## config.mk

```make
export PLATFORM = sky130hd
export DESIGN_NAME = seg7_scan_ctrl
export DESIGN_NICKNAME = d
export VERILOG_FILES = /design/src/rtl/seg7_pkg.sv /design/src/rtl/seg7_bcd_decode.sv /design/src/rtl/seg7_scan_ctrl.sv
export SDC_FILE = /design/constraint.sdc
export NUM_CORES = 1
export LEC_CHECK = 0
export ABC_AREA = 1
export CORE_MARGIN = 1.5
export CORE_UTILIZATION = 63
export DETAILED_ROUTE_END_ITERATION = 8
export HOLD_SLACK_MARGIN = 0.05
export PLACE_DENSITY = 0.95
export SYNTH_ARGS = -nofsm -noshare
export SYNTH_HDL_FRONTEND = slang
export SYNTH_HIERARCHICAL = 1
export SYNTH_SLANG_ARGS = --single-unit
```

## constraint.sdc

```tcl
create_clock -name clock -period 3.75 [get_ports clock]
set_input_delay 0.75 -clock clock [delete_from_list [all_inputs] [get_ports clock]]
set_output_delay 0.75 -clock clock [all_outputs]
set_load 0.02 [all_outputs]
```

## src/rtl/seg7_pkg.sv

```systemverilog
// Shared constants for the 4-digit 7-segment scan controller.
// Holds segment patterns (active-high, bit0=a .. bit6=g), digit-select
// encodings, the BCD clamp limit and the conversion FSM state encoding.
package seg7_pkg;

  // Segment patterns, bit0=a .. bit6=g, active-high
  localparam logic [6:0] SEG_0     = 7'b0111111;
  localparam logic [6:0] SEG_1     = 7'b0000110;
  localparam logic [6:0] SEG_2     = 7'b1011011;
  localparam logic [6:0] SEG_3     = 7'b1001111;
  localparam logic [6:0] SEG_4     = 7'b1100110;
  localparam logic [6:0] SEG_5     = 7'b1101101;
  localparam logic [6:0] SEG_6     = 7'b1111101;
  localparam logic [6:0] SEG_7     = 7'b0000111;
  localparam logic [6:0] SEG_8     = 7'b1111111;
  localparam logic [6:0] SEG_9     = 7'b1101111;
  localparam logic [6:0] SEG_BLANK = 7'b0000000;

  // Largest value representable in four BCD digits
  localparam int unsigned BCD_MAX = 9999;

  // One-hot digit selects: com[3] drives digit0 (LSD), com[0] drives digit3 (MSD)
  localparam logic [3:0] COM_DIG0 = 4'b1000;
  localparam logic [3:0] COM_DIG1 = 4'b0100;
  localparam logic [3:0] COM_DIG2 = 4'b0010;
  localparam logic [3:0] COM_DIG3 = 4'b0001;

  typedef enum logic [1:0] {
    IDLE  = 2'd0,
    SHIFT = 2'd1,
    DONE  = 2'd2
  } state_t;

  // Digit index -> one-hot select
  function automatic logic [3:0] com_of(input logic [1:0] idx);
    logic [3:0] sel;
    case (idx)
      2'd0:    sel = COM_DIG0;
      2'd1:    sel = COM_DIG1;
      2'd2:    sel = COM_DIG2;
      default: sel = COM_DIG3;
    endcase
    return sel;
  endfunction

endpackage

```

## src/rtl/seg7_bcd_decode.sv

```systemverilog
// Combinational BCD digit to 7-segment decoder; codes 10..15 give a blank digit.
// Latency: none (purely combinational).
// Backpressure: none.
// Ports: i_bcd [3:0] BCD digit in; o_seg [6:0] active-high segments (bit0=a .. bit6=g).
module seg7_bcd_decode
  import seg7_pkg::*;
(
  input  logic [3:0] i_bcd,
  output logic [6:0] o_seg
);

  always_comb begin
    o_seg = SEG_BLANK;
    case (i_bcd)
      4'd0:    o_seg = SEG_0;
      4'd1:    o_seg = SEG_1;
      4'd2:    o_seg = SEG_2;
      4'd3:    o_seg = SEG_3;
      4'd4:    o_seg = SEG_4;
      4'd5:    o_seg = SEG_5;
      4'd6:    o_seg = SEG_6;
      4'd7:    o_seg = SEG_7;
      4'd8:    o_seg = SEG_8;
      4'd9:    o_seg = SEG_9;
      default: o_seg = SEG_BLANK;
    endcase
  end

endmodule

```

## src/rtl/seg7_scan_ctrl.sv

```systemverilog
// 4-digit 7-segment scan controller: serial binary->BCD (double-dabble) plus digit multiplexing.
// Latency: load at cycle N -> busy N+1..N+DATA_W+1, new digits shown from N+DATA_W+2 (+1 for output reg).
// Backpressure: load is dropped while busy (including the final DONE cycle); nothing is queued.
// Ports: clock, reset (sync, active-high); load/value capture a binary value when idle;
//   busy = conversion running; ovf = shown value was clamped to 9999;
//   com[3:0] one-hot digit select (com[3]=digit0 .. com[0]=digit3); data_out[6:0] segments (bit0=a).
// Build option: define SEG7_LZ_BLANK_EN to blank leading zero digits (digit0 always shown).
module seg7_scan_ctrl
  import seg7_pkg::*;
#(
  parameter int DATA_W   = 14,     // <= 14
  parameter int SCAN_DIV = 50000   // cycles per digit, >= 2
) (
  input  logic              clock,
  input  logic              reset,
  input  logic              load,
  input  logic [DATA_W-1:0] value,
  output logic              busy,
  output logic              ovf,
  output logic [3:0]        com,
  output logic [6:0]        data_out
);

  localparam int CNT_W = (SCAN_DIV > 2) ? $clog2(SCAN_DIV) : 1;
  localparam int BIT_W = (DATA_W > 2) ? $clog2(DATA_W) : 1;

  // Refresh scanning
  logic [CNT_W-1:0] r_div_cnt;
  logic [1:0]       r_digit_idx;
  logic             w_tick;

  // Conversion datapath
  state_t            r_state, w_state_nxt;
  logic [DATA_W-1:0] r_sr, w_sr_nxt;
  logic [15:0]       r_acc, w_acc_nxt, w_acc_adj;
  logic [BIT_W-1:0]  r_bit_cnt, w_bit_cnt_nxt;
  logic              r_ovf_pend, w_ovf_pend_nxt;
  logic [15:0]       r_disp_bcd, w_disp_nxt;
  logic              r_ovf, w_ovf_nxt;
  logic              w_value_ovf;
  logic [DATA_W-1:0] w_clamped;

  // Display path
  logic [3:0] w_digit, w_dec_in;
  logic [6:0] w_seg;
  logic [3:0] r_com;
  logic [6:0] r_data_out;

  //--------------------------------------------------------------------------
  // Refresh prescaler and digit index
  //--------------------------------------------------------------------------
  assign w_tick = (r_div_cnt == CNT_W'(SCAN_DIV - 1));

  always_ff @(posedge clock) begin
    if (reset) begin
      r_div_cnt   <= '0;
      r_digit_idx <= 2'd0;
    end else begin
      r_div_cnt <= w_tick ? '0 : r_div_cnt + CNT_W'(1);
      if (w_tick) r_digit_idx <= r_digit_idx + 2'd1;
    end
  end

  //--------------------------------------------------------------------------
  // Conversion FSM
  //--------------------------------------------------------------------------
  assign w_value_ovf = (32'(value) > BCD_MAX);
  assign w_clamped   = w_value_ovf ? DATA_W'(BCD_MAX) : value;

  // Double-dabble correction: any nibble >= 5 would carry wrongly after the shift
  always_comb begin
    w_acc_adj = r_acc;
    for (int k = 0; k < 4; k++) begin
      if (r_acc[4*k +: 4] >= 4'd5) w_acc_adj[4*k +: 4] = r_acc[4*k +: 4] + 4'd3;
    end
  end

  always_ff @(posedge clock) begin
    if (reset) r_state <= IDLE;
    else       r_state <= w_state_nxt;
  end

  always_comb begin
    w_state_nxt    = r_state;
    w_sr_nxt       = r_sr;
    w_acc_nxt      = r_acc;
    w_bit_cnt_nxt  = r_bit_cnt;
    w_ovf_pend_nxt = r_ovf_pend;
    w_disp_nxt     = r_disp_bcd;
    w_ovf_nxt      = r_ovf;
    case (r_state)
      IDLE: begin
        if (load) begin
          w_sr_nxt       = w_clamped;
          w_acc_nxt      = '0;
          w_bit_cnt_nxt  = '0;
          w_ovf_pend_nxt = w_value_ovf;
          w_state_nxt    = SHIFT;
        end
      end
      SHIFT: begin
        w_acc_nxt     = {w_acc_adj[14:0], r_sr[DATA_W-1]};
        w_sr_nxt      = r_sr << 1;
        w_bit_cnt_nxt = r_bit_cnt + BIT_W'(1);
        if (r_bit_cnt == BIT_W'(DATA_W - 1)) w_state_nxt = DONE;
      end
      DONE: begin
        // All four digits and ovf change in the same cycle, so the scan never tears
        w_disp_nxt  = r_acc;
        w_ovf_nxt   = r_ovf_pend;
        w_state_nxt = IDLE;
      end
      default: w_state_nxt = IDLE;
    endcase
  end

  always_ff @(posedge clock) begin
    if (reset) begin
      r_sr       <= '0;
      r_acc      <= '0;
      r_bit_cnt  <= '0;
      r_ovf_pend <= 1'b0;
      r_disp_bcd <= '0;
      r_ovf      <= 1'b0;
    end else begin
      r_sr       <= w_sr_nxt;
      r_acc      <= w_acc_nxt;
      r_bit_cnt  <= w_bit_cnt_nxt;
      r_ovf_pend <= w_ovf_pend_nxt;
      r_disp_bcd <= w_disp_nxt;
      r_ovf      <= w_ovf_nxt;
    end
  end

  //--------------------------------------------------------------------------
  // Digit mux, optional leading-zero blanking, decode, output registers
  //--------------------------------------------------------------------------
  assign w_digit = r_disp_bcd[{r_digit_idx, 2'b00} +: 4];

`ifdef SEG7_LZ_BLANK_EN
  logic w_lz_blank;

  // Blank when this digit and everything above it is zero; digit0 is always shown
  always_comb begin
    w_lz_blank = (r_digit_idx != 2'd0);
    for (int k = 0; k < 4; k++) begin
      if ((k >= int'(r_digit_idx)) && (r_disp_bcd[4*k +: 4] != 4'd0)) w_lz_blank = 1'b0;
    end
  end

  // Code 15 decodes to a blank digit, so one decoder covers both cases
  assign w_dec_in = w_lz_blank ? 4'hF : w_digit;
`else
  assign w_dec_in = w_digit;
`endif

  seg7_bcd_decode u_dec (
    .i_bcd (w_dec_in),
    .o_seg (w_seg)
  );

  always_ff @(posedge clock) begin
    if (reset) begin
      r_com      <= COM_DIG0;
      r_data_out <= SEG_0;
    end else begin
      r_com      <= com_of(r_digit_idx);
      r_data_out <= w_seg;
    end
  end

  assign busy     = (r_state != IDLE);
  assign ovf      = r_ovf;
  assign com      = r_com;
  assign data_out = r_data_out;

endmodule
```

Word-level counts from Yosys, hierarchy flattened
Memories as Yosys holds them, arrays and structs flattened. A register that Yosys moved wholly into a read port is not among the register bits.
Index checks and enable logic that the tools add are counted.
{"block": "word_totals", "regBits": 76, "romBits": 112, "out_inout_bits": 13, "memories": 1, "wordCells": 55, "inputBits": 17}
{"block": "op_classes", "shift": 1, "eq_ne": 8, "n_lt_le_gt_ge": 5, "mux": 15, "addsub": 7, "n_reduce_logical": 8}
{"memory": "(name not given)", "words": 16, "width": 7, "read_ports": 1, "rd_clocked_by_memory_dff": 1, "wr": 0, "line": "seg7_bcd_decode.sv:14", "rtl": "case (i_bcd)"}
{"operator": "$pmux W16 S2", "n": 1}
{"operator": "$mux W14", "n": 2}
{"operator": "$pmux W14 S2", "n": 1}
{"operator": "$add A16 B1 Y16 const B", "n": 1}
{"operator": "$eq A16 B16 Y1 const B", "n": 1}
{"operator": "$ge A4 B3 Y1 const B", "n": 4}
{"operator": "$mux W16", "n": 1}
{"operator": "$mux W4", "n": 4}
{"operator": "$shiftx A16 B5 Y4", "n": 1}
{"operator": "$gt A14 B14 Y1 const B", "n": 1}
{"operator": "$add A4 B2 Y4 const B", "n": 3}
{"operator": "$pmux W4 S3", "n": 1}
{"operator": "$pmux W4 S2", "n": 1}
{"operator": "$reduce_and A2 Y1", "n": 3}
{"operator": "$add A4 B1 Y4 const B", "n": 1}
{"operator": "$eq A2 B1 Y1 const B", "n": 2}
{"operator": "$eq A2 B2 Y1 const B", "n": 2}
{"operator": "$eq A4 B4 Y1 const B", "n": 1}
{"operator": "$logic_not A2 Y1", "n": 2}
{"operator": "$mux W2", "n": 2}
{"operator": "$ne A2 B2 Y1 const B", "n": 2}
{"operator": "$pmux W2 S2", "n": 1}
{"operator": "$reduce_bool A2 Y1", "n": 2}
{"operator": "$add A3 B2 Y3 const B", "n": 1}
{"operator": "other kinds (3)", "n": 3}

Longest topological paths before layout
Gate-level depths: netlist of run 1.
{"block": "depth", "word_depth": 4, "mapped_depth": 12, "mapped_depth_nobuf": 11}

Modules after synthesis
The synthesis of run 1 kept the hierarchy.
{"module": "seg7_scan_ctrl", "n_inst": 1, "area_per_inst_um2": 3804.9, "cells_per_inst": 511}
{"module": "seg7_bcd_decode", "n_inst": 1, "area_per_inst_um2": 210.2, "cells_per_inst": 39}

Least setup slack after synthesis of run 1
OpenSTA, ideal clock, no wires.
{"block": "synth_timing", "path_type": "register to register", "startpoint": "register r_digit_idx[0]", "endpoint": "register r_data_out[3], in the netlist data_out[3]", "n_path_buf": 1, "setup_slack_ns": 1.770, "stages_incl_launch_ff": 12, "setup_ns": 0.123, "t_arrival_ns": 1.857, "synth_period_minus_slack_ns": 1.980, "path_cell_list": "dfxtp_1 -> buf_2 -> clkinv_1 -> o21ai_0 -> o22ai_1 -> inv_1 -> ha_1 -> nand2_1 -> nand2_1 -> nand2_1 -> nand2_1 -> or2_2"}
{"block": "synth_via", "elab_chain_len": 1}
{"item": "start, declared", "line": "seg7_scan_ctrl.sv:29", "rtl": "logic [1:0] r_digit_idx;"}
{"item": "start signal, assigned", "line": "seg7_scan_ctrl.sv:60", "rtl": "if (w_tick) r_digit_idx <= r_digit_idx + 2'd1;"}
{"item": "$shiftx A16 B5 Y4", "line": "seg7_scan_ctrl.sv:138", "rtl": "assign w_digit = r_disp_bcd[{r_digit_idx, 2'b00} +: 4];"}
{"item": "named net w_dec_in[1]", "line": "seg7_scan_ctrl.sv:44", "rtl": "logic [3:0] w_digit, w_dec_in;"}
{"item": "end, declared", "line": "seg7_scan_ctrl.sv:47", "rtl": "logic [6:0] r_data_out;"}
The timed path passes the listed nets, and every way through them passes these cells.
A chain may end at the register's enable or synchronous reset.

Final worst setup path of run 1
Same ends and word-level chain as after synthesis.

==> results.yml, run 1 <==
clock_tree:
  hold_buffers: 0
  numClockSinks: 83
  clk_latency_ns: 0.35
  cts_max_path_buffers: 2
  cts_tree: "done"
  path_clk_slew_ns: 0.08
  ctsResizeCount: 0
  numCtsBuffers: 9
  htreeDepth: 3
  post_cts_buffers: 0
  root_buffer: "clkbuf_8"
cells_and_area:
  final_cell_mix: "nand2_1, dfxtp_1, a21oi_1"
  layout-drive-gt1-share: 0.0919
  nets: 611
  layout_commonest_cell: "nand2_1"
  multi_input_area_um2: 2000
  diodes: 0
  seq_area_um2: 1660
  area_growth_pct: 12.2
  fillers: 434
  final_cells: 652
floorplan:
  rows: 28
  start_util: 0.666
  chipWidth_um: 82.8
  die-area_um2: 6860
  die_h_um: 82.8
  core_um2: 6030
  num_io_pins: 30
sta:
  rsz0062_at_grt: "no"
  fin_crit_ns: 2.37
  fin_crit_sh: 0.631
  hold_viol: 0
  max_freq_mhz: 422
  report.final.slew_viol_count: 0
  tightest_slew_ns: 0.727
  whs_ns: 0.459
  finalSetupViolCount: 0
  totalNegativeSetupSlack_ns: 0
  clock_skew_ns: 0.00758
  slew_headroom: 0.515
setup_path:
  critPathCaptureType: "flop"
  cp_max_fo: 12
  cp.arrival_ns: 2.61
  cp_data_required_time_ns: 4.00
  start_kind: "flop"
  crit_type: "reg -> reg"
yosys:
  syn_area_um2: 4020
  yosys_warnings: 6
  syn_inst: 550
  seq_area_frac_synth: 0.414
  syn-mean-instance-area_um2: 7.30
  ys_ff_latch: 83
  yosysUniqueCellTypes: 35
  synth_nets: 588
run:
  drv_cap: 0
place:
  gp_congestion: 0.943
  dp_hpwl_mm: 5.98
  io_buffers: 29
  dp_cells: 637
detailed_routing:
  postRouteAntennaNets: 0
  drt_pass1_iterations: 5
  drtIter0Drc: 254
  vias: 3674
  via_per_inst: 5.63
  wirelength_mm: 8.90
  wl_per_cell_um: 13.7
  remaining_drc_errors: 0
pwr:
  vdd_ir_drop_max_mv: 0.209
  leakage_nw: 1.75
  power_density_nw_per_um2: 371
worst_hold_path:
  hp-class: "reg -> reg"
global_route:
  first_global_vias: 3620
  grt_pass1_wl_mm: 15.6
  grt-ovfl-total: 0
  antenna_found_initial: 0
  gr-usage-all-layers: 0.272
  grt_max_degree: 45
outcome:
  status: "completed"
-- worst max-delay path: stages, from the launching register on --
cell and delay, ns:
dfxtp_1 0.55, clkinv_1 0.35, o21ai_0 0.23, o22ai_1 0.18
inv_1 0.19, ha_1 0.27, nand2_1 0.09, nand2_1 0.06
nand2_1 0.05, nand2_1 0.04, or2_2 0.26
-- worst paths after layout --
| check | startpoint | end | slack [ns] | depth (start not counted) |
|---|---|---|---|---|
| worst min register to register | r_div_cnt[0]$_SDFF_PP0_ | r_div_cnt[0]$_SDFF_PP0_ | 0.46 | 1 |
| worst max register to register | r_digit_idx[0]$_SDFFE_PP0P_ | data_out[3]$_SDFF_PP1_ | 1.38 | 10 |
| worst min-delay path | r_div_cnt[0]$_SDFF_PP0_ | r_div_cnt[0]$_SDFF_PP0_ | 0.46 | 1 |
| worst max-delay path | r_digit_idx[0]$_SDFFE_PP0P_ | data_out[3]$_SDFF_PP1_ | 1.38 | 10 |
-- cells by family after synthesis --
kind of cell,Yosys count,synth area share
and+or+nand+nor,234,0.253
DFF,83,0.414
adders and majority gates,21,0.0654
xor gates and xnor gates,6,0.0131
AOI/OAI and AO/OA,122,0.168
buffers and inverters,84,0.0869
-- where the power goes --
group | internal [mW] | leakage [nW] | switching (mW) | total [mW]
Combinational | 0.0442 | 0.982 | 0.0765 | 0.121
Clock | 0.340 | 0.0995 | 0.302 | 0.643
Sequential | 0.898 | 0.672 | 0.0105 | 0.909
Total | 1.28 | 1.75 | 0.389 | 1.67
-- sequential cells by signal (all words and copies together), names as in the netlist --
register / cells
r_acc: 16
r_digit_idx: 2
ovf: 1
com: 4
r_sr: 14
r_state: 2
r_ovf_pend: 1
data_out: 7
r_bit_cnt: 4
r_disp_bcd: 16
r_div_cnt: 16
-- final cells by class --
type,count,area share
Inverter,64,0.0533
Clock inverter,2,0.00777
Sequential cell,83,0.369
Timing Repair Buffer,32,0.0694
Multi-Input combinational cell,383,0.445
Clock buffer,13,0.0353
Tap cell,75,0.0208
-- through the flow --
| stage | area (um^2) | setup slack, ns | utilization | power [mW] |
|---|---|---|---|---|
| finish | 4510 | 1.38 | 0.748 | 1.67 |
| global route | 4510 | 1.12 | 0.748 | 1.73 |
| CTS | 4510 | 1.39 | 0.748 | 1.68 |
| detailed placement | 4310 | 1.13 | 0.716 | 1.05 |
| global placement | 4310 | 1.18 | 0.716 | 1.04 |
| floorplan | 4020 | 1.77 | - | 1.01 |
-- cells in the mapped netlist, drive strengths merged --
cell type  instances  area (um^2)
nand2            130          508
o211ai             3         22.5
nand4              7         43.8
a31oi              1         6.26
a21boi             4         30.0
o22ai              4         25.0
dfxtp             83         1660
clkbuf             8         30.0
buf               12         78.8
o221ai             1         8.76
o21a               4         30.0
nand3             27          145
xor2               5         43.8
o21ai             42          210
ha                21          263
a21oi             61          324
nand3b             1         7.51
nor3               5         25.0
or2                7         43.8
xnor2              1         8.76
o32ai              2         17.5
inv               63          236
nor2              57          241
clkinv             1         3.75
-- metal layers --
metal | wire [um] | share of wire | global-route usage | up-vias
met1 | 3790 | 0.43 | 0.317 | 1722
met4 | 125 | 0.014 | 0.0939 | 0
li1 | - | - | - | 1828
met2 | 4570 | 0.51 | 0.497 | 110
met5 | 0 | 0 | 0 | -
met3 | 418 | 0.047 | 0.0497 | 14
Power figures use the tool's default switching activity.
==> run 2: changes to the inputs <==
- CORE_UTILIZATION: 63 -> 58
- PLACE_DENSITY: 0.95 -> 0.9
- clock period: 3.75 -> 2.38 ns (I/O delays scaled with it)
==> run 2 against run 1 <==
Utilization shrank 7.5 points. Cell count grew 1.4%. Register-to-register slack lost 1.1 ns. Count of clock-buffer cells in the layout shrank 2. Clock skew grew 0.0053 ns. Routed wire length shrank 3.4%. First-iteration DRC count shrank 4.7%. Critical path depth is the same.
==> results.yml, run 2 (synthesis results as in run 1) <==
outcome:
  status: "completed"
global_route:
  grt-ovfl-total: 0
  first_global_vias: 3402
  grt_max_degree: 44
  gr-usage-all-layers: 0.245
  antenna_found_initial: 0
  grt_pass1_wl_mm: 14.4
clock_tree:
  clk_latency_ns: 0.36
  numClockSinks: 83
  ctsResizeCount: 0
  hold_buffers: 0
  cts_tree: "done"
  path_clk_slew_ns: 0.09
  post_cts_buffers: 0
  numCtsBuffers: 9
  root_buffer: "clkbuf_8"
  htreeDepth: 3
  cts_max_path_buffers: 2
sta:
  clock_skew_ns: 0.0129
  report.final.slew_viol_count: 0
  hold_viol: 0
  setup_ws_ns: 0.273
  tightest_slew_ns: 0.691
  fin_crit_ns: 2.11
  whs_ns: 0.461
  slew_headroom: 0.539
  max_freq_mhz: 475
  totalNegativeSetupSlack_ns: 0
  fin_crit_sh: 0.885
  rsz0062_at_grt: "no"
  finalSetupViolCount: 0
setup_path:
  start_kind: "flop"
  critPathCaptureType: "flop"
  worstReg2RegStart: "r_digit_idx[0]$_SDFFE_PP0P_"
  cp.arrival_ns: 2.36
  crit_type: "reg -> reg"
  cp_max_fo: 12
  r2r-end: "data_out[3]$_SDFF_PP1_"
  crit_path_frequent_cell: "nand2_1"
  ff2ff_setup_slack_ns: 0.27
  max_stage_delay_ns: 0.46
  path_cells: "clkinvlp_4, o21ai_0, o22ai_1, inv_1, ha_1, nand2_1, nand2_1, nand2_1, nand2_1, or2_2"
  cp_data_required_time_ns: 2.64
  crit_slowest_cell: "dfxtp_2"
  r2r_cells: 10
floorplan:
  die_h_um: 86.2
  chipWidth_um: 86.2
  rows: 30
  num_io_pins: 30
  core_um2: 6760
  die-area_um2: 7430
  start_util: 0.594
cells_and_area:
  diodes: 0
  layout-drive-gt1-share: 0.103
  final_cells: 661
  reg.largest.list: "r_acc x16, r_disp_bcd x16, r_div_cnt x16"
  fin_util: 0.673
  area_growth_pct: 13.3
  fillers: 538
  fin_area_um2: 4550
  layout_commonest_cell: "nand2_1"
  final_cell_mix: "nand2_1, dfxtp_1, a21oi_1"
  nets: 614
place:
  io_buffers: 29
  post-place-ws_ns: 0.0922
  dp_cells: 645
  gp_congestion: 0.870
  place_area_um2: 4340
  dp_hpwl_mm: 5.96
pwr:
  seq_power_share: 0.541
  vdd_ir_drop_max_mv: 0.317
  p_sw_uw: 643
  power_mw: 2.65
  leakage_nw: 1.77
  internal_power_mw: 2.01
  pwr-share-clk: 0.387
  pwr-share-comb: 0.073
  sw_frac_of_total: 0.243
  power_density_nw_per_um2: 582
detailed_routing:
  wl_per_cell_um: 13.0
  vias: 3634
  postRouteAntennaNets: 0
  drtIter0Drc: 242
  remaining_drc_errors: 0
  wirelength_mm: 8.60
  via_per_inst: 5.50
  drt_pass1_iterations: 5
worst_hold_path:
  min_delay_worst_endpoint: "r_div_cnt[0]$_SDFF_PP0_"
  min_from: "r_div_cnt[0]$_SDFF_PP0_"
  hp-class: "reg -> reg"
  holdPathStages: 1
run:
  drv_cap: 0
run 2: cell types whose count changed in the layout (fill, tap and decap cells not counted), sizes merged:
cell      before  now
inv           63   64
buf            3    6
clkbuf        13   11
clkinvlp       0    2
run 2: how the worst max path moves through the flow:
stage                                 from  cells after the start  slack, ns                      to
2_1_floorplan  r_digit_idx[0]$_SDFFE_PP0P_                     11       0.40  data_out[3]$_SDFF_PP1_
3_3_place_gp   r_digit_idx[0]$_SDFFE_PP0P_                     10       0.23  data_out[3]$_SDFF_PP1_
3_5_place_dp   r_digit_idx[0]$_SDFFE_PP0P_                     10       0.09  data_out[3]$_SDFF_PP1_
4_1_cts        r_digit_idx[0]$_SDFFE_PP0P_                     10       0.07  data_out[3]$_SDFF_PP1_
5_1_grt        r_digit_idx[0]$_SDFFE_PP0P_                     10       0.02  data_out[3]$_SDFF_PP1_
6_report       r_digit_idx[0]$_SDFFE_PP0P_                     10       0.27  data_out[3]$_SDFF_PP1_
run 2: worst max-delay path: cells and delay by family (launching register included):
kind | cells | cell delay (ns)
flip-flops | 1 | 0.46
AND/OR/NAND/NOR | 5 | 0.50
adder cells (fa/ha/maj) | 1 | 0.25
AO/OA/AOI/OAI | 2 | 0.39
buffers and inverters | 2 | 0.39
run 2: power groups by stage:
stage                     registers [mW]  logic (mW)  clock network [mW]
after floorplan                     1.46       0.136                   0
after CTS                           1.43       0.193                1.05
after detailed placement            1.46       0.192                   0
after global placement              1.46       0.185                   0
final                               1.43       0.193                1.02
after global routing                1.44       0.216                1.10
run 2: area by class of cell:
class	instances	area, um^2	share of cell area
inverter	64	244	0.0536
clock buffer	11	141	0.0311
clock inverter	5	60.1	0.0132
multi-input combinational	383	2000	0.441
timing repair buffer	35	335	0.0737
tap	80	100	0.0220
sequential	83	1660	0.366
run 2: layer usage:
layer | vias to the layer above | share of wire | routed length (um) | GRT usage
met2 | 110 | 0.51 | 4350 | 0.440
li1 | 1831 | - | - | -
met4 | 0 | 0.028 | 240 | 0.129
met3 | 23 | 0.044 | 382 | 0.0371
met5 | - | 0 | 0 | 0
met1 | 1670 | 0.42 | 3630 | 0.282
==> run 3: changes to the inputs <==
- CORE_UTILIZATION: 58 -> 61
- CTS_BUF_LIST: unset -> sky130_fd_sc_hd__clkbuf_8
- PLACE_DENSITY: 0.9 -> 0.94
==> run 3 against run 2 <==
Die area decreased by 4.7%. Flip-flop and latch count unchanged. Cell count decreased by 0.61%. Count of clock-buffer cells in the layout unchanged. Utilization increased by 4.2 points. Global-route usage decreased by 0.12 points. Sequential share of layout area increased by 0.071 points. First-iteration DRC count increased by 8.7%. Sequential power about the same. Worst setup slack got worse by 0.054 ns. Clock skew about the same. Worst hold slack got worse by 0.00050 ns. Critical endpoint unchanged. Highest routed layer unchanged.
==> results.yml, run 3 (synthesis results as in run 1) <==
outcome:
  status: "completed"
global_route:
  first_global_vias: 3298
  grt_max_degree: 44
  antenna_found_initial: 0
  gr-usage-all-layers: 0.244
  grt-ovfl-total: 0
  grt_pass1_wl_mm: 14.2
setup_path:
  start_kind: "flop"
  crit_type: "reg -> reg"
  cp_max_fo: 12
  cp.arrival_ns: 2.40
  critPathCaptureType: "flop"
  cp_data_required_time_ns: 2.62
cells_and_area:
  area_growth_pct: 13.1
  final_cell_mix: "nand2_1, dfxtp_1, inv_1, a21oi_1, nor2_1"
  reg.largest.list: "r_acc x16, r_disp_bcd x16, r_div_cnt x16"
  diodes: 0
  fillers: 479
  layout_commonest_cell: "nand2_1"
  layout-drive-gt1-share: 0.102
  nets: 613
floorplan:
  start_util: 0.632
  chipWidth_um: 84.1
  rows: 29
  die-area_um2: 7080
  core_um2: 6350
  num_io_pins: 30
  die_h_um: 84.1
sta:
  finalSetupViolCount: 0
  report.final.slew_viol_count: 0
  fin_crit_ns: 2.16
  max_freq_mhz: 463
  clock_skew_ns: 0.0133
  tightest_slew_ns: 0.679
  fin_crit_sh: 0.908
  totalNegativeSetupSlack_ns: 0
  rsz0062_at_grt: "no"
  setup_ws_ns: 0.219
  slew_headroom: 0.547
  hold_viol: 0
clock_tree:
  post_cts_buffers: 0
  hold_buffers: 0
  cts_max_path_buffers: 2
  path_clk_slew_ns: 0.08
  htreeDepth: 3
  clk_latency_ns: 0.35
  numClockSinks: 83
  cts_tree: "done"
  root_buffer: "clkbuf_8"
  ctsResizeCount: 0
  numCtsBuffers: 9
detailed_routing:
  drt_pass1_iterations: 5
  wirelength_mm: 8.56
  wl_per_cell_um: 13.0
  via_per_inst: 5.56
  postRouteAntennaNets: 0
  vias: 3652
  drtIter0Drc: 263
  remaining_drc_errors: 0
place:
  dp_hpwl_mm: 5.96
  io_buffers: 29
  gp_congestion: 0.887
  post-place-ws_ns: 0.0677
pwr:
  vdd_ir_drop_max_mv: 0.399
  power_density_nw_per_um2: 583
  leakage_nw: 1.77
worst_hold_path:
  hp-class: "reg -> reg"
run:
  drv_cap: 0
-- run 3: power by group --
group | switching [mW] | internal (mW) | total (mW)
combinational | 0.122 | 0.0727 | 0.194
sequential | 0.0167 | 1.42 | 1.43
clock | 0.485 | 0.537 | 1.02
-- run 3: per-layer routing --
layer  up-vias  routed length [um]  track usage
li1       1831                   -            -
met1      1704                3730        0.290
met2       105                4300        0.433
met3        12                 410       0.0462
met4         0                 120       0.0984
met5         -                   0            0
-- run 3: path summary, 6_finish.rpt --
check / start / endpoint / slack, ns / cells past startpoint
setup / recovery: r_digit_idx[0]$_SDFFE_PP0P_ / data_out[3]$_SDFF_PP1_ / 0.22 / 10
hold / removal: r_div_cnt[0]$_SDFF_PP0_ / r_div_cnt[0]$_SDFF_PP0_ / 0.46 / 1
setup reg to reg: r_digit_idx[0]$_SDFFE_PP0P_ / data_out[3]$_SDFF_PP1_ / 0.22 / 10
hold reg to reg: r_div_cnt[0]$_SDFF_PP0_ / r_div_cnt[0]$_SDFF_PP0_ / 0.46 / 1
-- run 3: cell type report --
type | count | area (um^2) | share of cell area
Clock inverter | 5 | 52.6 | 0.0116
Tap cell | 77 | 96.3 | 0.0212
Multi-Input combinational cell | 383 | 2000 | 0.442
Inverter | 64 | 244 | 0.0537
Clock buffer | 11 | 151 | 0.0334
Sequential cell | 83 | 1660 | 0.366
Timing Repair Buffer | 34 | 328 | 0.0722
-- run 3: worst max-delay path, stage by stage (launching register included) --
cell        delay [ns]
dfxtp_2           0.47
clkinvlp_4        0.24
o21ai_0           0.21
o22ai_1           0.17
inv_1             0.19
ha_1              0.26
nand2_1           0.09
nand2_1           0.06
nand2_1           0.05
nand2_1           0.05
or2_2             0.26
-- run 3: stage by stage --
stage / util / power (mW) / cells / cell area [um^2] / hold slack, ns
floorplan: - / 1.60 / 550 / 4020 / 0.427
global placement: 0.682 / 1.65 / 641 / 4330 / 0.436
detailed placement: 0.682 / 1.66 / 641 / 4330 / 0.443
CTS: 0.714 / 2.66 / 657 / 4530 / 0.462
global route: 0.715 / 2.75 / 657 / 4540 / 0.486
finish: 0.715 / 2.65 / 657 / 4540 / 0.460
